==> config.mk <==
export PLATFORM = sky130hd
export DESIGN_NAME = fp_add_arbiter_flat
export DESIGN_NICKNAME = d
export VERILOG_FILES = /design/src/rtl/fp_add_arbiter_if.sv /design/src/rtl/fp_add_arbiter.sv /design/src/flat_wrapper.sv
export SDC_FILE = /design/constraint.sdc
export NUM_CORES = 1
export LEC_CHECK = 0
export BUFFER_PORTS_ARGS = -buffer_cell sky130_fd_sc_hd__buf_2
export CAP_MARGIN = 20
export CORE_AREA = 2 2 305 307
export CTS_CLUSTER_DIAMETER = 120
export DETAILED_ROUTE_END_ITERATION = 8
export DIE_AREA = 0 0 307 309
export HOLD_SLACK_MARGIN = 0.03
export SYNTH_ARGS = -nofsm -noshare
export SYNTH_HDL_FRONTEND = slang
export SYNTH_SLANG_ARGS = --single-unit
export TNS_END_PERCENT = 20
==> constraint.sdc <==
create_clock -name clk -period 3.02 [get_ports clk]
set_input_delay 0.906 -clock clk [delete_from_list [all_inputs] [get_ports clk]]
set_output_delay 0.906 -clock clk [all_outputs]
set_load 0.1 [all_outputs]
==> src/rtl/fp_add_arbiter_if.sv <==
// Bundle of the requester, adder and response channels of fp_add_arbiter.
// slave: the arbiter side. master: the requesters, adder and response consumer.
interface fp_add_arbiter_if #(
    parameter int NUM_REQ = 4,
    parameter int ID_W    = 2
);
    logic [NUM_REQ-1:0]    req_valid;
    logic [NUM_REQ-1:0]    req_ready;
    logic [64*NUM_REQ-1:0] req_a;
    logic [64*NUM_REQ-1:0] req_b;
    logic [63:0]           fpu_a;
    logic [63:0]           fpu_b;
    logic [63:0]           fpu_sum;
    logic                  resp_valid;
    logic                  resp_ready;
    logic [ID_W-1:0]       resp_id;
    logic [63:0]           resp_data;
    logic                  busy;

    modport slave (
        input  req_valid, req_a, req_b, fpu_sum, resp_ready,
        output req_ready, fpu_a, fpu_b, resp_valid, resp_id, resp_data, busy
    );

    modport master (
        output req_valid, req_a, req_b, fpu_sum, resp_ready,
        input  req_ready, fpu_a, fpu_b, resp_valid, resp_id, resp_data, busy
    );
endinterface

==> src/rtl/fp_add_arbiter.sv <==
// Round-robin arbiter sharing one combinational double-precision adder among
// NUM_REQ requesters. The winner's operands are registered, held for
// SETTLE_CYC cycles, then the sum is sampled and returned on a valid/ready
// response channel tagged with the requester index.
// Optional macro FP_ADD_ARB_STATS_EN adds op_count / stall_count outputs.
module fp_add_arbiter #(
    parameter int NUM_REQ    = 4,
    parameter int ID_W       = 2,
    parameter int SETTLE_CYC = 2
) (
    input  logic        clk,
    input  logic        rst,
`ifdef FP_ADD_ARB_STATS_EN
    output logic [31:0] op_count,
    output logic [31:0] stall_count,
`endif
    fp_add_arbiter_if.slave bus
);
    localparam int CNT_W = (SETTLE_CYC > 1) ? $clog2(SETTLE_CYC) : 1;

    localparam logic [1:0] ST_IDLE   = 2'd0;
    localparam logic [1:0] ST_SETTLE = 2'd1;
    localparam logic [1:0] ST_RESP   = 2'd2;

    logic [1:0]         state_reg;
    logic [ID_W-1:0]    rr_ptr_reg;
    logic [ID_W-1:0]    id_reg;
    logic [CNT_W-1:0]   cnt_reg;
    logic [63:0]        fpu_a_reg;
    logic [63:0]        fpu_b_reg;
    logic [63:0]        resp_data_reg;
    logic [ID_W-1:0]    resp_id_reg;
    logic               resp_valid_reg;

    logic               grant_found;
    logic [ID_W-1:0]    grant_idx;
    logic [ID_W-1:0]    ptr_next;
    logic [NUM_REQ-1:0] grant_onehot;
    int                 scan_idx;

    // Per-requester operand views unpacked from the flat buses.
    logic [63:0] a_arr [NUM_REQ];
    logic [63:0] b_arr [NUM_REQ];

    generate
        for (genvar gi = 0; gi < NUM_REQ; gi++) begin : g_unpack
            assign a_arr[gi] = bus.req_a[64*gi +: 64];
            assign b_arr[gi] = bus.req_b[64*gi +: 64];
        end
    endgenerate

    // Round-robin search: first valid requester at or after rr_ptr, wrapping.
    always_comb begin
        grant_found = 1'b0;
        grant_idx   = '0;
        scan_idx    = 0;
        for (int k = 0; k < NUM_REQ; k++) begin
            scan_idx = int'(rr_ptr_reg) + k;
            if (scan_idx >= NUM_REQ) begin
                scan_idx = scan_idx - NUM_REQ;
            end
            if (!grant_found && bus.req_valid[scan_idx]) begin
                grant_found = 1'b1;
                grant_idx   = ID_W'(scan_idx);
            end
        end
    end

    assign ptr_next     = (grant_idx == ID_W'(NUM_REQ - 1)) ? '0 : grant_idx + ID_W'(1);
    assign grant_onehot = NUM_REQ'(1) << grant_idx;

    // Grants are only offered while idle; the handshake completes in that cycle.
    assign bus.req_ready  = (state_reg == ST_IDLE && grant_found) ? grant_onehot : '0;
    assign bus.fpu_a      = fpu_a_reg;
    assign bus.fpu_b      = fpu_b_reg;
    assign bus.resp_valid = resp_valid_reg;
    assign bus.resp_id    = resp_id_reg;
    assign bus.resp_data  = resp_data_reg;
    assign bus.busy       = (state_reg != ST_IDLE);

    // Control FSM: accept, let the adder settle, then hold the response.
    always_ff @(posedge clk) begin
        if (rst) begin
            state_reg      <= ST_IDLE;
            rr_ptr_reg     <= '0;
            id_reg         <= '0;
            cnt_reg        <= '0;
            fpu_a_reg      <= '0;
            fpu_b_reg      <= '0;
            resp_data_reg  <= '0;
            resp_id_reg    <= '0;
            resp_valid_reg <= 1'b0;
        end else begin
            case (state_reg)
                ST_IDLE: begin
                    if (grant_found) begin
                        fpu_a_reg  <= a_arr[grant_idx];
                        fpu_b_reg  <= b_arr[grant_idx];
                        id_reg     <= grant_idx;
                        rr_ptr_reg <= ptr_next;
                        cnt_reg    <= CNT_W'(SETTLE_CYC - 1);
                        state_reg  <= ST_SETTLE;
                    end
                end
                ST_SETTLE: begin
                    if (cnt_reg == '0) begin
                        resp_data_reg  <= bus.fpu_sum;
                        resp_id_reg    <= id_reg;
                        resp_valid_reg <= 1'b1;
                        state_reg      <= ST_RESP;
                    end else begin
                        cnt_reg <= cnt_reg - CNT_W'(1);
                    end
                end
                ST_RESP: begin
                    if (bus.resp_ready) begin
                        resp_valid_reg <= 1'b0;
                        state_reg      <= ST_IDLE;
                    end
                end
                default: begin
                    state_reg <= ST_IDLE;
                end
            endcase
        end
    end

`ifdef FP_ADD_ARB_STATS_EN
    logic [31:0] op_count_reg;
    logic [31:0] stall_count_reg;

    assign op_count    = op_count_reg;
    assign stall_count = stall_count_reg;

    // Count completed responses and cycles the consumer stalls a response.
    always_ff @(posedge clk) begin
        if (rst) begin
            op_count_reg    <= '0;
            stall_count_reg <= '0;
        end else if (state_reg == ST_RESP) begin
            if (bus.resp_ready) begin
                op_count_reg <= op_count_reg + 32'd1;
            end else begin
                stall_count_reg <= stall_count_reg + 32'd1;
            end
        end
    end
`endif

endmodule

==> src/flat_wrapper.sv <==
// flat-port wrapper written by rule: the top's interface ports become plain ports
module fp_add_arbiter_flat 
#(
    parameter int NUM_REQ    = 4,
    parameter int ID_W       = 2,
    parameter int SETTLE_CYC = 2
)
  (clk, rst, bus_req_valid, bus_req_a, bus_req_b, bus_fpu_sum, bus_resp_ready, bus_req_ready, bus_fpu_a, bus_fpu_b, bus_resp_valid, bus_resp_id, bus_resp_data, bus_busy);
  fp_add_arbiter_if #(.NUM_REQ(NUM_REQ), .ID_W(ID_W)) bus_i ();
  input  logic clk;
  input  logic rst;
  input wire logic [$bits(bus_i.req_valid)-1:0] bus_req_valid;
  input wire logic [$bits(bus_i.req_a)-1:0] bus_req_a;
  input wire logic [$bits(bus_i.req_b)-1:0] bus_req_b;
  input wire logic [$bits(bus_i.fpu_sum)-1:0] bus_fpu_sum;
  input wire logic [$bits(bus_i.resp_ready)-1:0] bus_resp_ready;
  output wire logic [$bits(bus_i.req_ready)-1:0] bus_req_ready;
  output wire logic [$bits(bus_i.fpu_a)-1:0] bus_fpu_a;
  output wire logic [$bits(bus_i.fpu_b)-1:0] bus_fpu_b;
  output wire logic [$bits(bus_i.resp_valid)-1:0] bus_resp_valid;
  output wire logic [$bits(bus_i.resp_id)-1:0] bus_resp_id;
  output wire logic [$bits(bus_i.resp_data)-1:0] bus_resp_data;
  output wire logic [$bits(bus_i.busy)-1:0] bus_busy;
  assign bus_i.req_valid = bus_req_valid;
  assign bus_i.req_a = bus_req_a;
  assign bus_i.req_b = bus_req_b;
  assign bus_i.fpu_sum = bus_fpu_sum;
  assign bus_i.resp_ready = bus_resp_ready;
  assign bus_req_ready = bus_i.req_ready;
  assign bus_fpu_a = bus_i.fpu_a;
  assign bus_fpu_b = bus_i.fpu_b;
  assign bus_resp_valid = bus_i.resp_valid;
  assign bus_resp_id = bus_i.resp_id;
  assign bus_resp_data = bus_i.resp_data;
  assign bus_busy = bus_i.busy;
  fp_add_arbiter #(.NUM_REQ(NUM_REQ), .ID_W(ID_W), .SETTLE_CYC(SETTLE_CYC)) u_core (.clk(clk), .rst(rst), .bus(bus_i));
endmodule
# ---- Word level (Yosys, flattened, before mapping)
# Cells that the tools add are included.
dict set report totals {
  ff_bits 202
  input_bits 583
  out_inout_bits 200
}
dict set report op_classes {
  add_sub_neg 9
  order_cmp 9
  n_eq_ne 6
  shifts 1
  mux 42
  bitwise_logic 2
  n_reduce_logical 16
}
# cell count
set ops {}
lappend ops {{$bmux W64 S2} 2}
lappend ops {{$mux W64} 4}
lappend ops {{$lt A32 B4 Y1 const B} 4}
lappend ops {{$mux W32} 4}
lappend ops {{$ge A32 B4 Y1 const B} 3}
lappend ops {{$sub A32 B4 Y32 const B} 3}
lappend ops {{$mux W1} 16}
lappend ops {{$mux W2} 8}
lappend ops {{$bmux W1 S2} 4}
lappend ops {{$add A2 B2 Y3 const B} 2}
lappend ops {{$pmux W2 S3} 1}
lappend ops {{$reduce_and A2 Y1} 3}
lappend ops {{$reduce_and A3 Y1} 2}
lappend ops {{$reduce_bool A2 Y1} 3}
lappend ops {{$eq A2 B2 Y1 const B} 2}
lappend ops {{$logic_and A1 B1 Y1} 4}
lappend ops {{$mux W4} 1}
lappend ops {{$ne A2 B2 Y1 const B} 2}
lappend ops {{$pmux W1 S2} 2}
lappend ops {{$shl A1 B2 Y4 const A} 1}
lappend ops {{$sub A2 B3 Y4 const B} 1}
lappend ops {{$add A2 B1 Y3 const B} 1}
lappend ops {{$ge A2 B3 Y1 const B} 1}
lappend ops {{$ge A3 B3 Y1 const B} 1}
lappend ops {{8 further kinds} 10}

# ---- Logic depth before layout (Yosys ltp)
# Gate-level depths: netlist of the first run.
dict set report depth {
  ltp_word 19
  mapped_depth 8
}

# ---- Worst setup path before layout of the first run
# OpenSTA, ideal clock, no wires.
dict set report synth_path {
  path_kind {input to output}
  start {input bus_req_valid[2]}
  end {output bus_req_ready[2]}
  t_arrival_ps 3580
  t_required_ps 2114
  path_slack_ps -1466
  stages 5
  n_path_buf 0
  path_cell_list {nor2b_2 -> nand3b_1 -> a21oi_4 -> nand2b_1 -> nor3_1}
}
dict set report synth_between {
  elab_chain_len 15
  word_cells_on_any_way 29
}
# item line_no
set synth_rtl {}
lappend synth_rtl {{start, declared} flat_wrapper.sv:12} ;# input wire logic [$bits(bus_i.req_valid)-1:0] bus_req_valid;
lappend synth_rtl {{$bmux W1 S2} fp_add_arbiter.sv:62} ;# if (!grant_found && bus.req_valid[scan_idx]) begin
lappend synth_rtl {{$mux W1 (implied by the code) (2 in series)} fp_add_arbiter.sv:62}
lappend synth_rtl {{$mux W1} fp_add_arbiter.sv:62}
lappend synth_rtl {{$logic_not A1 Y1} fp_add_arbiter.sv:62}
lappend synth_rtl {{$logic_and A1 B1 Y1} fp_add_arbiter.sv:62}
lappend synth_rtl {{$mux W1} fp_add_arbiter.sv:62}
lappend synth_rtl {{$logic_not A1 Y1} fp_add_arbiter.sv:62}
lappend synth_rtl {{$logic_and A1 B1 Y1} fp_add_arbiter.sv:62}
lappend synth_rtl {{$mux W1} fp_add_arbiter.sv:62}
lappend synth_rtl {{$logic_not A1 Y1} fp_add_arbiter.sv:62}
lappend synth_rtl {{$logic_and A1 B1 Y1} fp_add_arbiter.sv:62}
lappend synth_rtl {{$mux W2 / $mux W1 (equally long branches)} fp_add_arbiter.sv:62}
lappend synth_rtl {{$shl A1 B2 Y4 / $logic_and A1 B1 Y1 (equally long branches)} {fp_add_arbiter.sv:70, fp_add_arbiter.sv:73}}
lappend synth_rtl {{$mux W4 *} fp_add_arbiter.sv:73} ;# assign bus.req_ready = (state_reg == ST_IDLE && grant_found) ? grant_onehot : '0;
lappend synth_rtl {{end, declared} flat_wrapper.sv:17} ;# output wire logic [$bits(bus_i.req_ready)-1:0] bus_req_ready;
# Every way passes the cells marked *; elsewhere a longest branch is shown, timed or not. The select of a mux whose other input is x is not followed.

# ---- Final worst setup path of the first run
dict set report layout_path {
  start {input bus_req_valid[2]}
  end {output bus_req_ready[1]}
}
# The elaborated chain is that of the path after synthesis.

==> impl_results.md, run 1 <==
- Root Buffer: clkbuf_16
- CP startpoint kind: input port
- HPWL after DPL: 51.0 mm
- CP Class: input port to output pin
- Die area: approximately 0.095 sq mm
- Area grow syn2layout: 54.3%
- CTS Sinks: a little over 200
- 1st-pass router iterations: 7
- Worst-margin pin slew: 889 ps
- Starting Density: between 10% and 20%
- Seq/Total Area, Yosys: 33.4%
- Synthesized area per cell: between 8 and 9 sq um
- Unique masters post-synth: 40
- Mux cell area share after synthesis: 10.6%
- Rel. slew slack: about two fifths
- Die X: 307 um
- Crit Path Max Fanout: 3
- Vias/cell: around 4.0
- Gr usage total: 12.1%
- Cts hold-fix bufs: 0
- Pwr Total: 13,500 uW
- Total core area: approximately 0.091 sq mm
- Pin count of the biggest net entering global routing: 75
- LEAKAGE: 0.00892 uW
- RSZ-0062 raised after global routing: true
- Worst-Skew Late Latency: 570 ps
- Starting DRC count in detailed routing: between 700 and 800
- Worst EP required: about 2100 ps
- Commonest non-fill, non-tap cell in the layout: buf_2
- CTS max path bufs: 3
- Fin nets: between 2k and 3k
- Xor/xnor share of the synthesized area: 0%
- # DRC: 0
- Worst setup EP type: output pin
- Worst slack at placement: -288 ps
- Area of the mapped netlist: ~0.012 sq mm
- Ports: 783
- Largest family of logic cells by synthesized area: compound AO/OA/AOI/OAI gates
- CTS tree: done
- Post-synthesis compound-gate area fraction: between 30% and 40%
- Hold WC Path Type: flop to flop
- Fmax: 318 MHz
- Most used DFF post-synth: dfxtp_1
- Max Slew Vio Count: 0
- RD Place Congestion: between 0.8 and 0.9
- Layout cells sized above 1: 52.5%
- Adder-Cell Fraction of Synth Area: 0.103%
- Final Setup Violations: 4
- Commonest cells after routing, fill and taps aside: buf_2, nand2_1, dfxtp_1
- DR WL/cell: between 15 and 20 um
- Post-synth EDFFs: 0
- Row cnt: between 100 and 150
- Post-Synth Simple-Gate Area: 16.7%
- Filler cell count in the final layout: 10.2k
- Detail Route Antenna Nets: 0
- Synth Instances: between 1k and 1.5k
- Drt total wl: around 62 mm
- Syn_nets: approximately 1.9k
- Setup ws final: -122 ps
- Clk pin slew, worst setup/hold paths: ~50 ps
- TritonCTS Buffers: 26
- Grt ovf: 0
- Initial antenna violation count: 35
- Fin crit period: between 3000 and 4000 ps
- Register area: roughly 0.0040 sq mm
- Worst Skew: a little over 7 ps
- CP arrival: approximately 2200 ps
- Crit share post-route: 104%
- Multi-input logic area: around 0.0072 sq mm
- Vias in the first global route: between 10k and 15k
- Number of synthesized register bits: slightly above 200
- Maxcap violations: 0
- CTS HTree Levels: 1
- First-pass GRT wire length: between 80 and 90 mm
- Synth Warn #: 0
- Vias: 13.5k
- Die height: approximately 300 um
- Failing checks: setup timing
- Final hold viol count: 0
- Outcome: finished, violations left
- Asr flop ratio synth: 0%
- Worst IR Drop VDD: about 360 uV
- Port Buffers: around 780
- P per Cell Area: a little over 700 mW/mm^2
[where the power goes]
group	internal, uW	leakage, uW	switching, uW
clock	1910	0.000434	1300
sequential	3120	0.00166	255
combinational	1740	0.00682	5200
total	6770	0.00892	6760
[routing by layer]
layer  part of all wire [%]  track usage, %
met5                   0.18               0
met4                    3.0            4.30
met1                     41            14.4
met3                    7.5            2.77
met2                     49            21.3
[cell families (layout without fill, tap and decap cells)]
kind of cell | Yosys count | count (layout)
adder cells (fa/ha/maj) | 1 | 1
flip-flops | 202 | 202
AO/OA/AOI/OAI | 464 | 464
other | 0 | 2
buffers and inverters | 136 | 938
AND/OR/NAND/NOR | 429 | 429
multiplexers | 128 | 128
[cell type report]
class | count | share of cell area, %
multi-input cells | 1022 | 38.7
repair buffers | 890 | 27.0
flip-flops and latches | 202 | 21.7
well taps | 1186 | 7.94
clock buffers | 36 | 4.07
clock inverters | 10 | 0.556
inverters | 2 | 0.0402
diodes | 2 | 0.0268
[through the flow]
step | hold slack, ps | setup TNS [ps] | instance area (sq um) | std cells | util [%]
final | 450 | -448 | 18700 | 3350 | 20.4
after global routing | 469 | -603 | 18700 | 3350 | 20.4
after CTS | 451 | -402 | 18600 | 3346 | 20.4
after detailed placement | 444 | -843 | 17700 | 3300 | 19.4
after global placement | 439 | -581 | 17700 | 3300 | 19.4
after floorplan | 432 | -847 | 12200 | 1360 | -
[critical path, cell delays in order]
cell and delay [ps]:
buf_6 100, nor2b_4 120, or3_4 380, a21oi_4 210, buf_6 140, nand2_4 50, nor2_4 130, buf_12 190
[synthesized netlist by cell type (all sizes together), types with 3 or more instances]
master / instances / area share (%)
a21boi: 128 / 7.9
a21oi: 73 / 3.1
and3: 129 / 6.7
buf: 62 / 5.6
clkbuf: 71 / 2.2
dfxtp: 202 / 33
mux2i: 128 / 11
nand2: 270 / 8.4
nand2b: 3 / 0.16
nor2: 10 / 0.37
nor2b: 6 / 0.41
nor3: 3 / 0.12
o211ai: 128 / 12
o21ai: 129 / 7.6
[path summary, 6_finish.rpt]
check,to,from,depth (start not counted),slack (ps)
worst min-delay path,u_core.bus.resp_data[41],u_core.bus.resp_data[41],2,450
worst max-delay path,bus_req_ready[1],bus_req_valid[2],8,-120
worst max register to register,u_core.bus.fpu_b[27],u_core.rr_ptr_reg[1],8,630
worst min register to register,u_core.bus.resp_data[41],u_core.bus.resp_data[41],2,450
[what timing repair did]
action	CTS	global route
endpoints found under the setup margin	4	4
gates resized for setup	5	10
pin swaps	1	4
setup buffers	0	2
No activity file was read; power rests on OpenSTA's default activity.
==> run 2: changes to the inputs <==
--- a/config.mk
+++ b/config.mk
@@ -12,6 +12,7 @@
 export DETAILED_ROUTE_END_ITERATION = 8
 export DIE_AREA = 0 0 307 309
 export HOLD_SLACK_MARGIN = 0.03
+export PLACE_DENSITY_LB_ADDON = 0.08
 export SYNTH_ARGS = -nofsm -noshare
 export SYNTH_HDL_FRONTEND = slang
 export SYNTH_SLANG_ARGS = --single-unit
==> constraint.sdc (replaced) <==
create_clock -name clk -period 3.02 [get_ports clk]
set_input_delay 0.453 -clock clk [delete_from_list [all_inputs] [get_ports clk]]
set_output_delay 0.453 -clock clk [all_outputs]
set_load 0.1 [all_outputs]
==> impl_results.md, run 2 (synthesis results as in run 1) <==
- Outcome: finished, final reports clean
- RSZ-0062 raised after global routing: false
- Worst-Skew Late Latency: 590 ps
- HP Start: bus_fpu_sum[51]
- Final Util: approximately 20%
- Fin nets: about 2.7k
- RD Place Congestion: 0.782
- Ports: a little under 800
- CP startpoint kind: flop
- Rel. slew slack: a little under 40%
- Commonest cells after routing, fill and taps aside: buf_2, nand2_1, dfxtp_1, and3_1
- CTS HTree Levels: 1
- Root Buffer: clkbuf_16
- Hold depth: 3
- Die X: 307 um
- Pin count of the biggest net entering global routing: just under 100
- Starting DRC count in detailed routing: between 400 and 500
- # DRC: 0
- Grt ovf: 0
- Vias/cell: 3.96
- Maxcap violations: 0
- Worst EP required: 2570 ps
- HPWL after DPL: between 50 and 60 mm
- Pwr Total: between 10,000 and 15,000 uW
- Crit Reg-Reg Startpoint: u_core.rr_ptr_reg[0]
- Detail Route Antenna Nets: 0
- Area grow syn2layout: 49.6%
- P per Cell Area: ~750 mW/mm^2
- Register-to-Register Path Depth: 7
- Flop2flop setup slack: 720 ps
- CP Class: flop to output pin
- Setup Buffers After CTS: 0
- Register area: ~0.004 sq mm
- Clk pin slew, worst setup/hold paths: approximately 60 ps
- Multi-input logic area: 0.00715 sq mm
- Cts hold-fix bufs: 0
- Max Slew Vio Count: 0
- Hold Crit Endpoint: u_core.bus.resp_data[51]
- Worst hold margin: between 90 and 100 ps
- Worst-margin pin slew: just over 900 ps
- Drt total wl: between 60 and 70 mm
- Total core area: around 0.09 sq mm
- CP arrival: between 2000 and 2500 ps
- Fmax: approximately 350 MHz
- Port Buffers: approximately 800
- Filler cell count in the final layout: approximately 10k
- CTS max path bufs: 3
- Die height: approximately 310 um
- Crit Path Max Fanout: 5
- Worst IR Drop VDD: roughly 450 uV
- Gates resized, CTS repair: 0
- Row cnt: ~110
- Fin crit period: between 2000 and 3000 ps
- Starting Density: 13.2%
- Crit share post-route: 93.8%
- Die area: ~0.095 sq mm
- Final Setup Violations: 0
- CTS tree: done
- LEAKAGE: about 0.0086 uW
- Vias: about 13k
- Worst Skew: between 15 and 20 ps
- DR WL/cell: around 20 um
- 1st-pass router iterations: 4
- TritonCTS Buffers: 30
- Commonest non-fill, non-tap cell in the layout: buf_2
- Reg2reg end: u_core.bus.fpu_a[22]
- CTS Sinks: 202
- Final hold viol count: 0
- Hold WC Path Type: input port to flop
- Initial antenna violation count: 27
- First-pass GRT wire length: 94.0 mm
- Worst setup EP type: output pin
- Final Cell Area: around 0.018 sq mm
- Vias in the first global route: ~14k
- Layout cells sized above 1: between 50 and 60%
- DP Area: 0.0172 sq mm
- Gr usage total: a little over an eighth
run 2: cell types whose count changed in the layout (fill, tap and decap cells not counted), sizes merged:
| cell | previous run | this run |
|---|---|---|
| clkinv | 7 | 3 |
| buf | 890 | 827 |
| bufinv | 2 | 0 |
| clkbuf | 36 | 47 |
| diode | 2 | 5 |
| inv | 3 | 2 |
run 2: cell type report:
| class | count | share of cell area, % |
|---|---|---|
| repair buffers | 828 | 24.9 |
| well taps | 1186 | 8.20 |
| inverters | 2 | 0.0415 |
| flip-flops and latches | 202 | 22.3 |
| clock buffers | 46 | 4.87 |
| multi-input cells | 1022 | 39.5 |
| diodes | 5 | 0.0691 |
| clock inverters | 3 | 0.145 |
run 2: routing by layer:
metal / GRT usage [%] / routed length [um] / up-vias
met5: 0 / 184 / -
met4: 2.17 / 867 / 30
met3: 4.16 / 5100 / 81
met2: 25.4 / 35000 / 467
met1: 14.3 / 25300 / 6141
li1: - / - / 6331
run 2: stage by stage:
| stage | setup TNS (ps) | std cells | setup slack, ps |
|---|---|---|---|
| 6_report | 0 | 3294 | 188 |
| 5_1_grt | 0 | 3291 | 29.0 |
| 4_1_cts | 0 | 3289 | 7.16 |
| 3_5_place_dp | 0 | 3240 | 417 |
| 3_3_place_gp | 0 | 3240 | 440 |
| 2_1_floorplan | -72.4 | 1360 | -36.2 |
run 2: power by group:
group	internal, uW	switching [uW]
Sequential	3120	234
Combinational	1560	5240
Clock	1970	1420
run 2: worst max path at each step:
stage,startpoint,end
final,u_core.rr_ptr_reg[0],bus_req_ready[3]
after floorplan,bus_req_valid[2],bus_req_ready[0]
after detailed placement,bus_req_valid[1],bus_req_ready[2]
after global placement,bus_req_valid[1],bus_req_ready[0]
after CTS,u_core.rr_ptr_reg[0],bus_req_ready[3]
after global routing,u_core.rr_ptr_reg[0],bus_req_ready[1]
run 2: critical path: stages (launching register included):
cell,delay (ps)
dfxtp_1,430
nor2b_4,80
or3_4,410
a21oi_4,200
ha_1,190
and3_1,150
clkbuf_4,330
==> run 3: changes to the inputs <==
--- a/config.mk
+++ b/config.mk
@@ -12,6 +12,7 @@
 export DETAILED_ROUTE_END_ITERATION = 8
 export DIE_AREA = 0 0 307 309
 export HOLD_SLACK_MARGIN = 0.03
+export MAX_ROUTING_LAYER = met4
 export PLACE_DENSITY_LB_ADDON = 0.08
 export SYNTH_ARGS = -nofsm -noshare
 export SYNTH_HDL_FRONTEND = slang
==> impl_results.md, run 3 (synthesis results as in run 1) <==
- Worst-Skew Late Latency: between 500 and 600 ps
- Cts hold-fix bufs: 0
- Clk pin slew, worst setup/hold paths: ~60 ps
- Hold WC Path Type: input port to flop
- CTS HTree Levels: 1
- TritonCTS Buffers: 30
- Crit path buffers/inverters: 1
- Rel. slew slack: between 30% and 40%
- Worst Skew: 11.7 ps
- # DRC: 0
- Clock network fraction of total power: about a quarter
- Max Slew Vio Count: 0
- CP Class: flop to output pin
- Die X: between 300 and 400 um
- Final Setup Violations: 0
- Port Buffers: a little under 800
- Starting DRC count in detailed routing: 413
- CTS max path bufs: 3
- Outcome: finished, final reports clean
- Vias in the first global route: approximately 14k
- Detail Route Antenna Nets: 0
- Total core area: roughly 0.09 sq mm
- Sequential power share: roughly 25%
- Drt total wl: 66.3 mm
- Worst hold margin: around 95 ps
- CTS Sinks: between 200 and 250
- RSZ-0062 raised after global routing: false
- Top delay family on crit path: simple AND/OR/NAND/NOR gates
- Vias: 13.1k
- Int Power: around 6700 uW
- Die height: 309 um
- Layout cells sized above 1: approximately half
- Worst IR Drop VDD: roughly 450 uV
- HPWL after DPL: 51.6 mm
- Fin crit period: about 2800 ps
- Vias/cell: 3.95
- Die area: between 0.09 and 0.1 sq mm
- DR WL met2: approximately 35 mm
- Switching Power: between 6000 and 7000 uW
- Final hold viol count: 0
- Grt ovf: 0
- RD Place Congestion: 0.793
- Root Buffer: clkbuf_16
- Commonest cells after routing, fill and taps aside: buf_2, nand2_1, dfxtp_1, and3_1
- CP arrival: 2390 ps
- Ports: just under 800
- CP max stage cell: dfxtp_1
- Worst-margin pin slew: 920 ps
- LEAKAGE: 0.00859 uW
- Final Cell Area: approximately 0.018 sq mm
- Crit Path Max Fanout: 5
- Commonest non-fill, non-tap cell in the layout: buf_2
- P per Cell Area: between 700 and 800 mW/mm^2
- First-pass GRT wire length: between 90 and 100 mm
- CTS tree: done
- Crit-path max cell delay: between 400 and 500 ps
- Area grow syn2layout: 49.8%
- DR WL met3: about 4.9 mm
- 1st-pass router iterations: 5
- Initial antenna violation count: 22
- Fmax: around 350 MHz
- Setup Buffers After CTS: 0
- Maxcap violations: 0
- Gr usage total: 13.6%
- Row cnt: between 100 and 150
- Worst EP required: roughly 2600 ps
- CP startpoint kind: flop
- DR WL/cell: ~20 um
- Top sig layer: met4
- Gates resized, CTS repair: 0
- Worst setup EP type: output pin
- Fin nets: ~2.7k
- Combinational share of power: approximately 50%
- Pin count of the biggest net entering global routing: between 90 and 100
- Crit share post-route: between 90% and 100%
- Starting Density: 13.2%
- CP cell instances: nor2b_4 > or3_4 > a21oi_4 > ha_1 > and3_1 > clkbuf_4
- Net Sw Frac: roughly 51%
- DRT met1 WL: approximately 26 mm
- DP Area: ~0.017 sq mm
## run 3: routing by layer
layer / vias up / GRT usage [%]
li1: 6349 / -
met3: 54 / 3.72
met4: 0 / 2.14
met2: 482 / 25.3
met5: - / -
met1: 6165 / 14.6
## run 3: path summary, 6_finish.rpt
| path | start | endpoint | slack (ps) | cells past startpoint |
|---|---|---|---|---|
| worst max register to register | u_core.rr_ptr_reg[0] | u_core.bus.fpu_a[22] | 720 | 7 |
| worst max-delay path | u_core.rr_ptr_reg[0] | bus_req_ready[3] | 180 | 6 |
| worst min register to register | u_core.bus.resp_data[25] | u_core.bus.resp_data[25] | 450 | 2 |
| worst min-delay path | bus_fpu_sum[51] | u_core.bus.resp_data[51] | 100 | 3 |
## run 3: area by class of cell
cell class                      count  area, sq um
Antenna cell                       15         37.5
Clock buffer                       46          881
Clock inverter                      3         26.3
Fill cell                       10400        73300
Inverter                            2         7.51
Multi-Input combinational cell   1022         7150
Sequential cell                   202         4040
Tap cell                         1186         1480
Timing Repair Buffer              828         4500
## run 3: per-stage QoR
stage               setup WS (ps)  cells  setup TNS (ps)  utilization, %  power [uW]
CTS                          7.16   3289               0            19.8       13900
global route                 27.4   3303               0            19.8       14300
detailed placement            417   3240               0            18.8       10300
global placement              440   3240               0            18.8       10300
floorplan                   -36.2   1360           -72.4               -        8650
finish                        177   3304               0            19.8       13500
## run 3: power groups by stage
stage | combinational [uW] | clock, uW | sequential (uW)
3_3_place_gp | 6910 | 0 | 3400
2_1_floorplan | 2150 | 0 | 6510
5_1_grt | 7160 | 3670 | 3420
3_5_place_dp | 6920 | 0 | 3410
6_report | 6800 | 3390 | 3350
4_1_cts | 6920 | 3580 | 3360
## run 3: tightest hold or removal path, cell delays in order
cell     delay, ps
buf_2           90
nand2_1         40
a21oi_1         50
